`src/rtl/wb_burst_master.sv`:
```
// Wishbone initiator: turns command/stream requests into classic single or incrementing-burst
// cycles, supervises each beat with an ack timeout and returns read data as a valid-only stream.
module wb_burst_master #(
  parameter int DW      = 32,
  parameter int AW      = 26,
  parameter int TIMEOUT = 255
) (
  input  logic            wb_clk_i,
  input  logic            wb_resetn,
  input  logic            sdr_init_done,
  input  logic            cmd_valid,
  output logic            cmd_ready,
  input  logic            cmd_we,
  input  logic [AW-1:0]   cmd_addr,
  input  logic [3:0]      cmd_len,
  input  logic            wr_valid,
  output logic            wr_ready,
  input  logic [DW-1:0]   wr_data,
  input  logic [DW/8-1:0] wr_sel,
  output logic            rd_valid,
  output logic [DW-1:0]   rd_data,
  output logic            done,
  output logic            err,
  output logic            wb_cyc_o,
  output logic            wb_stb_o,
  output logic            wb_we_o,
  output logic [AW-1:0]   wb_addr_o,
  output logic [DW-1:0]   wb_dat_o,
  output logic [DW/8-1:0] wb_sel_o,
  output logic [2:0]      wb_cti_o,
  input  logic            wb_ack_i,
  input  logic [DW-1:0]   wb_dat_i
);

  localparam int          SW       = DW / 8;
  localparam logic [15:0] TMO_LAST = 16'(TIMEOUT - 1);

  typedef enum logic [1:0] { S_IDLE, S_XFER, S_END } state_t;

  state_t          state_q, state_d;
  logic            we_q, we_d;
  logic [AW-1:0]   addr_q, addr_d;
  logic [3:0]      len_q, len_d;
  logic [3:0]      rem_q, rem_d;
  logic [15:0]     tmo_q, tmo_d;
  logic            err_q, err_d;
  logic            rd_valid_q;
  logic [DW-1:0]   rd_data_q;

  logic            xfer;
  logic            stb;
  logic            ack_c;
  logic            last_beat;

  assign xfer      = (state_q == S_XFER);
  assign stb       = xfer & (~we_q | wr_valid);
  // An ack only counts while our strobe is up; stray acks are ignored.
  assign ack_c     = stb & wb_ack_i;
  assign last_beat = (rem_q == 4'd0);

  // Qualified with reset so the handshake is forced low while reset is held.
  assign cmd_ready = wb_resetn & sdr_init_done & (state_q == S_IDLE);
  assign wr_ready  = ack_c & we_q;

  assign wb_cyc_o  = xfer;
  assign wb_stb_o  = stb;
  assign wb_we_o   = xfer & we_q;
  assign wb_addr_o = addr_q;
  assign wb_dat_o  = (xfer & we_q) ? wr_data : '0;
  assign wb_sel_o  = !xfer ? '0 : (we_q ? wr_sel : {SW{1'b1}});
  assign wb_cti_o  = (!xfer || len_q == 4'd0) ? 3'b000 :
                     (last_beat ? 3'b111 : 3'b010);

  assign done      = (state_q == S_END);
  assign err       = done & err_q;
  assign rd_valid  = rd_valid_q;
  assign rd_data   = rd_data_q;

  always_comb begin
    state_d = state_q;
    we_d    = we_q;
    addr_d  = addr_q;
    len_d   = len_q;
    rem_d   = rem_q;
    tmo_d   = tmo_q;
    err_d   = err_q;
    case (state_q)
      S_IDLE: begin
        if (cmd_valid && cmd_ready) begin
          we_d    = cmd_we;
          addr_d  = cmd_addr;
          len_d   = cmd_len;
          rem_d   = cmd_len;
          tmo_d   = '0;
          err_d   = 1'b0;
          state_d = S_XFER;
        end
      end
      S_XFER: begin
        // A beat acked on the timeout cycle still completes normally.
        if (ack_c) begin
          addr_d = addr_q + AW'(SW);
          tmo_d  = '0;
          if (last_beat) begin
            err_d   = 1'b0;
            state_d = S_END;
          end else begin
            rem_d = rem_q - 4'd1;
          end
        end else if (tmo_q == TMO_LAST) begin
          err_d   = 1'b1;
          state_d = S_END;
        end else begin
          tmo_d = tmo_q + 16'd1;
        end
      end
      S_END: begin
        err_d   = 1'b0;
        state_d = S_IDLE;
      end
      default: state_d = S_IDLE;
    endcase
  end

  always_ff @(posedge wb_clk_i or negedge wb_resetn) begin
    if (!wb_resetn) begin
      state_q    <= S_IDLE;
      we_q       <= 1'b0;
      addr_q     <= '0;
      len_q      <= '0;
      rem_q      <= '0;
      tmo_q      <= '0;
      err_q      <= 1'b0;
      rd_valid_q <= 1'b0;
      rd_data_q  <= '0;
    end else begin
      state_q    <= state_d;
      we_q       <= we_d;
      addr_q     <= addr_d;
      len_q      <= len_d;
      rem_q      <= rem_d;
      tmo_q      <= tmo_d;
      err_q      <= err_d;
      rd_valid_q <= ack_c & ~we_q;
      if (ack_c && !we_q) rd_data_q <= wb_dat_i;
    end
  end

endmodule

```
`config.mk`:
```
export PLATFORM = sky130hd
export DESIGN_NAME = wb_burst_master
export DESIGN_NICKNAME = d
export VERILOG_FILES = /design/src/rtl/wb_burst_master.sv
export SDC_FILE = /design/constraint.sdc
export NUM_CORES = 1
export LEC_CHECK = 0
export ABC_AREA = 0
export CAP_MARGIN = 20
export CORE_MARGIN = 2
export CORE_UTILIZATION = 25
export DETAILED_ROUTE_END_ITERATION = 10
export PLACE_DENSITY = 0.49
export SYNTH_ARGS = -nofsm -noshare
export SYNTH_HDL_FRONTEND = slang
export SYNTH_SLANG_ARGS = --single-unit
```
`constraint.sdc`:
```
create_clock -name wb_clk_i -period 4.8 [get_ports wb_clk_i]
set_input_delay 0.96 -clock wb_clk_i [delete_from_list [all_inputs] [get_ports wb_clk_i]]
set_output_delay 0.96 -clock wb_clk_i [all_outputs]
set_load 0.01 [all_outputs]
```
==> results.md <==
| Group | Quantity | Reported |
|---|---|---|
| power and ir drop | Cell leakage power | 0.00317 uW |
| drt | Avg WL per Cell | 17.1 um |
| placement | Number of port buffers | 209 |
| sta | Setup repair after global routing missed its margin | no |
| critical path | Maximum net fanout on the critical path | 37 |
| sta | Final cycle utilization of the critical path | 0.787 |
| synthesis | Async set-or-reset flop fraction in the synthesized netlist | 1.00 |
| sta | Actual slew at the worst max-slew pin | 982 ps |
| cells and area | # diodes | 0 |
| clock network | CTS clock-pin slew for the worst setup and hold paths | 60 ps |
| drt | Length of the first detailed-routing pass in iterations | 5 |
| sta | Final hold vios | 0 |
| critical path | Endpoint class of the critical path | primary output |
| synthesis | Count of flip-flops with a built-in enable after synthesis | 0 |
| synthesis | Per-instance average area after synthesis | 8.54 um2 |
| die | Row Count | 50 |
| cells and area | Sequential cell area | 2180 um2 |
| synthesis | Post-synthesis sequential element count | 87 |
| global routing | Global-route wire length before repair | 26100 um |
| global routing | Via count of the first global-routing pass | 4885 |
| die | Floorplan core area | 18600 um2 |
| cells and area | Multi-input logic area | 2350 um2 |
| sta | Number of setup violations in the final report | 0 |
| cells and area | Highest-count cells in the layout ignoring fill and taps | 208 x sky130_fd_sc_hd__clkdlybuf4s50_1, 139 x sky130_fd_sc_hd__nand2_1, 87 x sky130_fd_sc_hd__dfrtp_1 |
| global routing | Met3 Usage GRT | 0.0273 |
| critical path | Startpoint kind of the worst setup timing path | register |
| synthesis | Post-Syn Instances | 556 |
| cells and area | Share of final-layout standard cells stronger than drive strength 1 | 0.0505 |
| clock network | Maximum count of clock buffers along a single path | 2 |
| global routing | Remaining global-route overflow | 0 |
| critical path | Setup CP Type | register to primary output |
| drt | Routed Wire Length | 16800 um |
| synthesis | Most used flip-flop cell after synthesis | sky130_fd_sc_hd__dfrtp_1 |
| cells and area | Final Util | 0.393 |
| synthesis | Total of warnings raised by yosys | 0 |
| synthesis | Top cells by area in the synthesized netlist | sky130_fd_sc_hd__dfrtp_1 46%, sky130_fd_sc_hd__nand2_1 11%, sky130_fd_sc_hd__and3_1 5.0%, sky130_fd_sc_hd__a21oi_1 3.3%, sky130_fd_sc_hd__o21ai_0 3.2% |
| critical path | Crit path from | state_q[1] |
| power and ir drop | Maximum vdd drop | 224 uV |
| cells and area | Total of fill cells in the finished design | 1843 |
| drt | Count of antenna-violating nets left after detailed routing | 0 |
| cells and area | Post-layout nets | 862 |
| synthesis | Portion of the post-synthesis area used by sequential elements | 0.459 |
| global routing | Initial antenna violation count | 0 |
| clock network | Clock insertion delay at the later pin of the skew report | 340 ps |
| global routing | GRT Max-Usage Layer | met2 |
| clock network | Root Driver | sky130_fd_sc_hd__clkbuf_16 |
| synthesis | Net count after synthesis | 671 |
| drt | Detailed-route via count | 4978 |
| placement | Global placement routability congestion | 0.835 |
| cells and area | Leading cell type in the layout, fill and taps excluded | sky130_fd_sc_hd__clkdlybuf4s50_1 |
| outcome | Run status | finished clean |
| synthesis | Top cell type's share of synthesized area | 0.459 |
| die | Die Span X | 142 um |
| global routing | M2 GR Usage | 0.301 |
| clock network | H-tree depth reported by CTS | 3 |
| worst hold path | Worst min-delay path class | register to register |
| die | Die area | 20100 um2 |
| clock network | Number of clock sinks | 87 |
| clock network | Post-CTS Resized | 0 |
| sta | Minimum period implied by the final worst setup slack | 3780 ps |
| sta | Setup total negative slack | 0 ps |
| die | I/O pin cnt | 210 |
| drt | Number of remaining DRC errors | 0 |
| sta | Highest clock rate | 265 MHz |
| flow run | Max-cap violation count | 0 |
| die | Height of the die | 142 um |
| critical path | Arrival time at the worst endpoint | 2820 ps |
| cells and area | Layout overhead on the synthesized area | 54.4% |
| cells and area | Non-filler cells, final | 986 |
| power and ir drop | Total power per unit cell area | 566 nW/um2 |
| critical path | Required time at the endpoint of the critical path | 3840 ps |
| clock network | Hold bufs inserted after CTS | 0 |
| global routing | GRT Resource Usage Total | 0.164 |
| sta | Clock Skews | 5.75 ps |
| clock network | Clock buffer count from CTS | 9 |
| die | Initial Utilization | 0.255 |
| drt | Detailed-route vias per instance | 5.05 |
| synthesis | Distinct cell type count after synthesis | 53 |
| sta | Slew margin rel. | 0.345 |
| placement | Placed insts | 970 |
| sta | Final count of pins violating max slew | 0 |
| synthesis | Library cell occupying the most area in the post-synthesis netlist | sky130_fd_sc_hd__dfrtp_1 |
| global routing | Maximum number of pins on one net before global-route repair | 74 |
| clock network | Clock tree from TritonCTS | built |
| synthesis | Cell area after synthesis | 4750 um2 |
| critical path | Worst reg2reg startpoint | state_q[1] |
| clock network | Post-CTS setup buffer count | 0 |
| drt | Number of DRC markers after the initial detailed-route iteration | 260 |
| placement | Post-detailed-placement half-perimeter wirelength | 12400 um |
| worst hold path | Hold Startpoint | rd_data[10] |
| global routing | Global Route met1 Usage | 0.192 |
-- final timing paths --
path	endpoint	slack (ps)	cells past startpoint
hold / removal	rd_data[10]	480	2
hold reg to reg	rd_data[10]	480	2
setup reg to reg	rd_data[15]	1680	7
min in group asynchronous	tmo_q[13]	490	1
setup / recovery	wb_cti_o[2]	1020	6
max in group asynchronous	wb_addr_o[22]	3050	2
-- flip-flops by register name, indices dropped and copies added (netlist names) --
signal     flops
rd_data       32
wb_addr_o     26
tmo_q         16
len_q          4
rem_q          4
state_q        2
err_q          1
rd_valid       1
we_q           1
-- metal layers --
layer / wire length [um] / up-vias
met5: 0 / -
met4: 360 / 0
met3: 829 / 18
met2: 8890 / 158
met1: 6750 / 2431
li1: - / 2371
-- cell type report --
| class | instances | area share |
|---|---|---|
| Multi-Input combinational cell | 417 | 0.321 |
| Sequential cell | 87 | 0.297 |
| Timing Repair Buffer | 215 | 0.291 |
| Tap cell | 234 | 0.0400 |
| Clock buffer | 12 | 0.0323 |
| Clock inverter | 4 | 0.00956 |
| Inverter | 17 | 0.00871 |
-- Yosys cell counts, drive strengths merged, types with 7 or more instances --
cell type	count
a31oi	7
a21oi	34
nand2	140
mux2i	7
dfrtp	87
ha	10
buf	13
o21ai	31
nand3	19
clkbuf	22
and4	11
and3	39
nor2	21
nand4	17
inv	16
o22ai	18
-- kinds of logic after synthesis --
logic type	Yosys count	synth area share
compound gates	120	0.158
fa+ha+maj	10	0.0264
buf+inv	52	0.0461
flops	87	0.459
mux	9	0.0195
simple gates	278	0.292
-- power by group --
group / switching, uW / internal (uW)
logic: 1050 / 1020
clock network: 285 / 455
registers: 302 / 1030
total: 1640 / 2510
-- per-stage QoR --
stage	worst slack [ps]	total power [uW]	hold WS, ps	instance area (um2)
after floorplan	1940	2340	446	4750
after global placement	1210	3400	457	7020
after detailed placement	1120	3440	466	7020
after CTS	953	4190	481	7330
after global routing	797	4440	489	7330
final	1020	4150	475	7330
-- critical path, cell delays in order, from the launching register on --
cell and delay [ps]:
sky130_fd_sc_hd__dfrtp_1 390, sky130_fd_sc_hd__inv_1 130, sky130_fd_sc_hd__ha_2 530, sky130_fd_sc_hd__clkinv_1 130, sky130_fd_sc_hd__buf_4 240, sky130_fd_sc_hd__nor4_1 440, sky130_fd_sc_hd__clkdlybuf4s50_1 620
Note: power is estimated with default switching activity, not from simulation.
==> variant, RTL diff (config.mk and constraints unchanged) <==
The parameter `TIMEOUT` goes from 255 to 191.
--- a/src/rtl/wb_burst_master.sv
+++ b/src/rtl/wb_burst_master.sv
@@ -5,3 +5,3 @@
   parameter int AW      = 26,
-  parameter int TIMEOUT = 255
+  parameter int TIMEOUT = 191
 ) (
Check against the original RTL: same outputs for any inputs over 4 cycles, from zero or initial values and one cycle with wb_resetn low; that may be too few to reach the edited logic, so the function may still have changed.
==> variant against the original RTL <==
Count of clock-buffer cells in the layout is 3 lower; non-clock buffer count is 2 higher; area after synthesis is 1.1% higher; wire length is 0.43% higher; design area is 1.7% higher; power is 3.3% higher; worst setup slack better by 110 ps; sequential cell count stayed put; clock skew is 3.7 ps higher; critical path type unchanged; largest cell class unchanged.
==> variant: results (changes against the original RTL) <==
| Metric | Value |
|---|---|
| Outcome | completed |
| Peak fanout along the critical path | 36 (-2.7%) |
| Final cell count without fillers | 984 (-0.20%) |
| # nets final | 857 (-0.58%) |
| Met2 WL post-DR | 8031 um (-9.6%) |
| Layout cells sized above 1 | 0.07363 (+0.02310) |
| CP max stage delay | 550 ps (-70 ps) |
| Internal power | 2.532 mW (+1.1%) |
| Placed Area | 7102 um^2 (+1.2%) |
| Clock Latency Late Sink | 360 ps (+20 ps) |
| Synth top area cells | dfrtp_1, nand2_1, and3_1 |
| Max Clock Skew | 9.445 ps (+3.699 ps) |
| Antenna violations before repair | 2 (+2) |
| Routed wl met3 | 1516 um (+83%) |
| Min-delay src | rd_data[16]$_DFFE_PN0P_ |
| Worst Hold End | rd_data[16]$_DFFE_PN0P_ |
| R2r endpoint | wb_addr_o[21]$_DFFE_PN0P_ |
| Flop pwr share | 0.315 (-0.006) |
| Clk. pwr | 0.754 mW (+2%) |
| Synthesized instance count | 548 (-1.4%) |
| Worst VDD drop | 0.0002809 V (+25%) |
| FILL cells | 1,891 (+2.6%) |
| Post-Place Cells | 964 (-0.62%) |
| Critical Path Sink | wb_cti_o[0] |
| Synth cell count leaders | nand2_1, dfrtp_1, a21oi_1, and3_1, nand3_1 |
| Post-DR wirelength/cell | 17.18 um (+0.63%) |
| Post-Route M1 WL | 7034 um (+4.1%) |
| Hold WS | 478.5 ps (+3.210 ps) |
| WP data arrival | 2700 ps (-120 ps) |
| Comb power | 2.18 mW (+5%) |
| Yosys cell types | 57 (+7.5%) |
| R2R setup slack | 1750 ps (+70 ps) |
| Met3 Use GR | 0.07402 (+0.04669) |
| Tot GR Track Use | 0.1715 (+0.007224) |
| First-pass GRT wire length | 27,400 um (+4.9%) |
| RD Place Congestion | 0.7759 (-7.1%) |
## variant: cell count changes after synthesis, sizes merged, moves of 4 or more
cell / delta
a31oi: -5
mux2i: +4
and4: -6
mux2: +9
buf: -4
o21ai: -5
xor2: +5
nor3: +8
o22ai: +6
nand2: -13
nand3: +6
and3: -5
## variant: cell families (layout without fill, tap and decap cells)
group,count (synthesis),after routing,synth area share
buf+inv,49,248,0.04147
mux,22,22,0.04878
flops,87,87,0.4538
compound gates,104,104,0.1281
other cells,0,3,0
xor+xnor,5,5,0.009128
simple gates,271,271,0.2926
fa+ha+maj,10,10,0.02608
## variant: area by class of cell
type | instances | area, um^2 | area share
Clock inverter | 7 | 86.33 | 0.01159
Clock buffer | 9 | 225.2 | 0.03024
Antenna cell | 3 | 7.507 | 0.001008
Multi-Input combinational cell | 412 | 2434 | 0.3267
Sequential cell | 87 | 2177 | 0.2923
Timing Repair Buffer | 217 | 2170 | 0.2913
Tap cell | 234 | 292.8 | 0.03931
Inverter | 15 | 56.30 | 0.007559
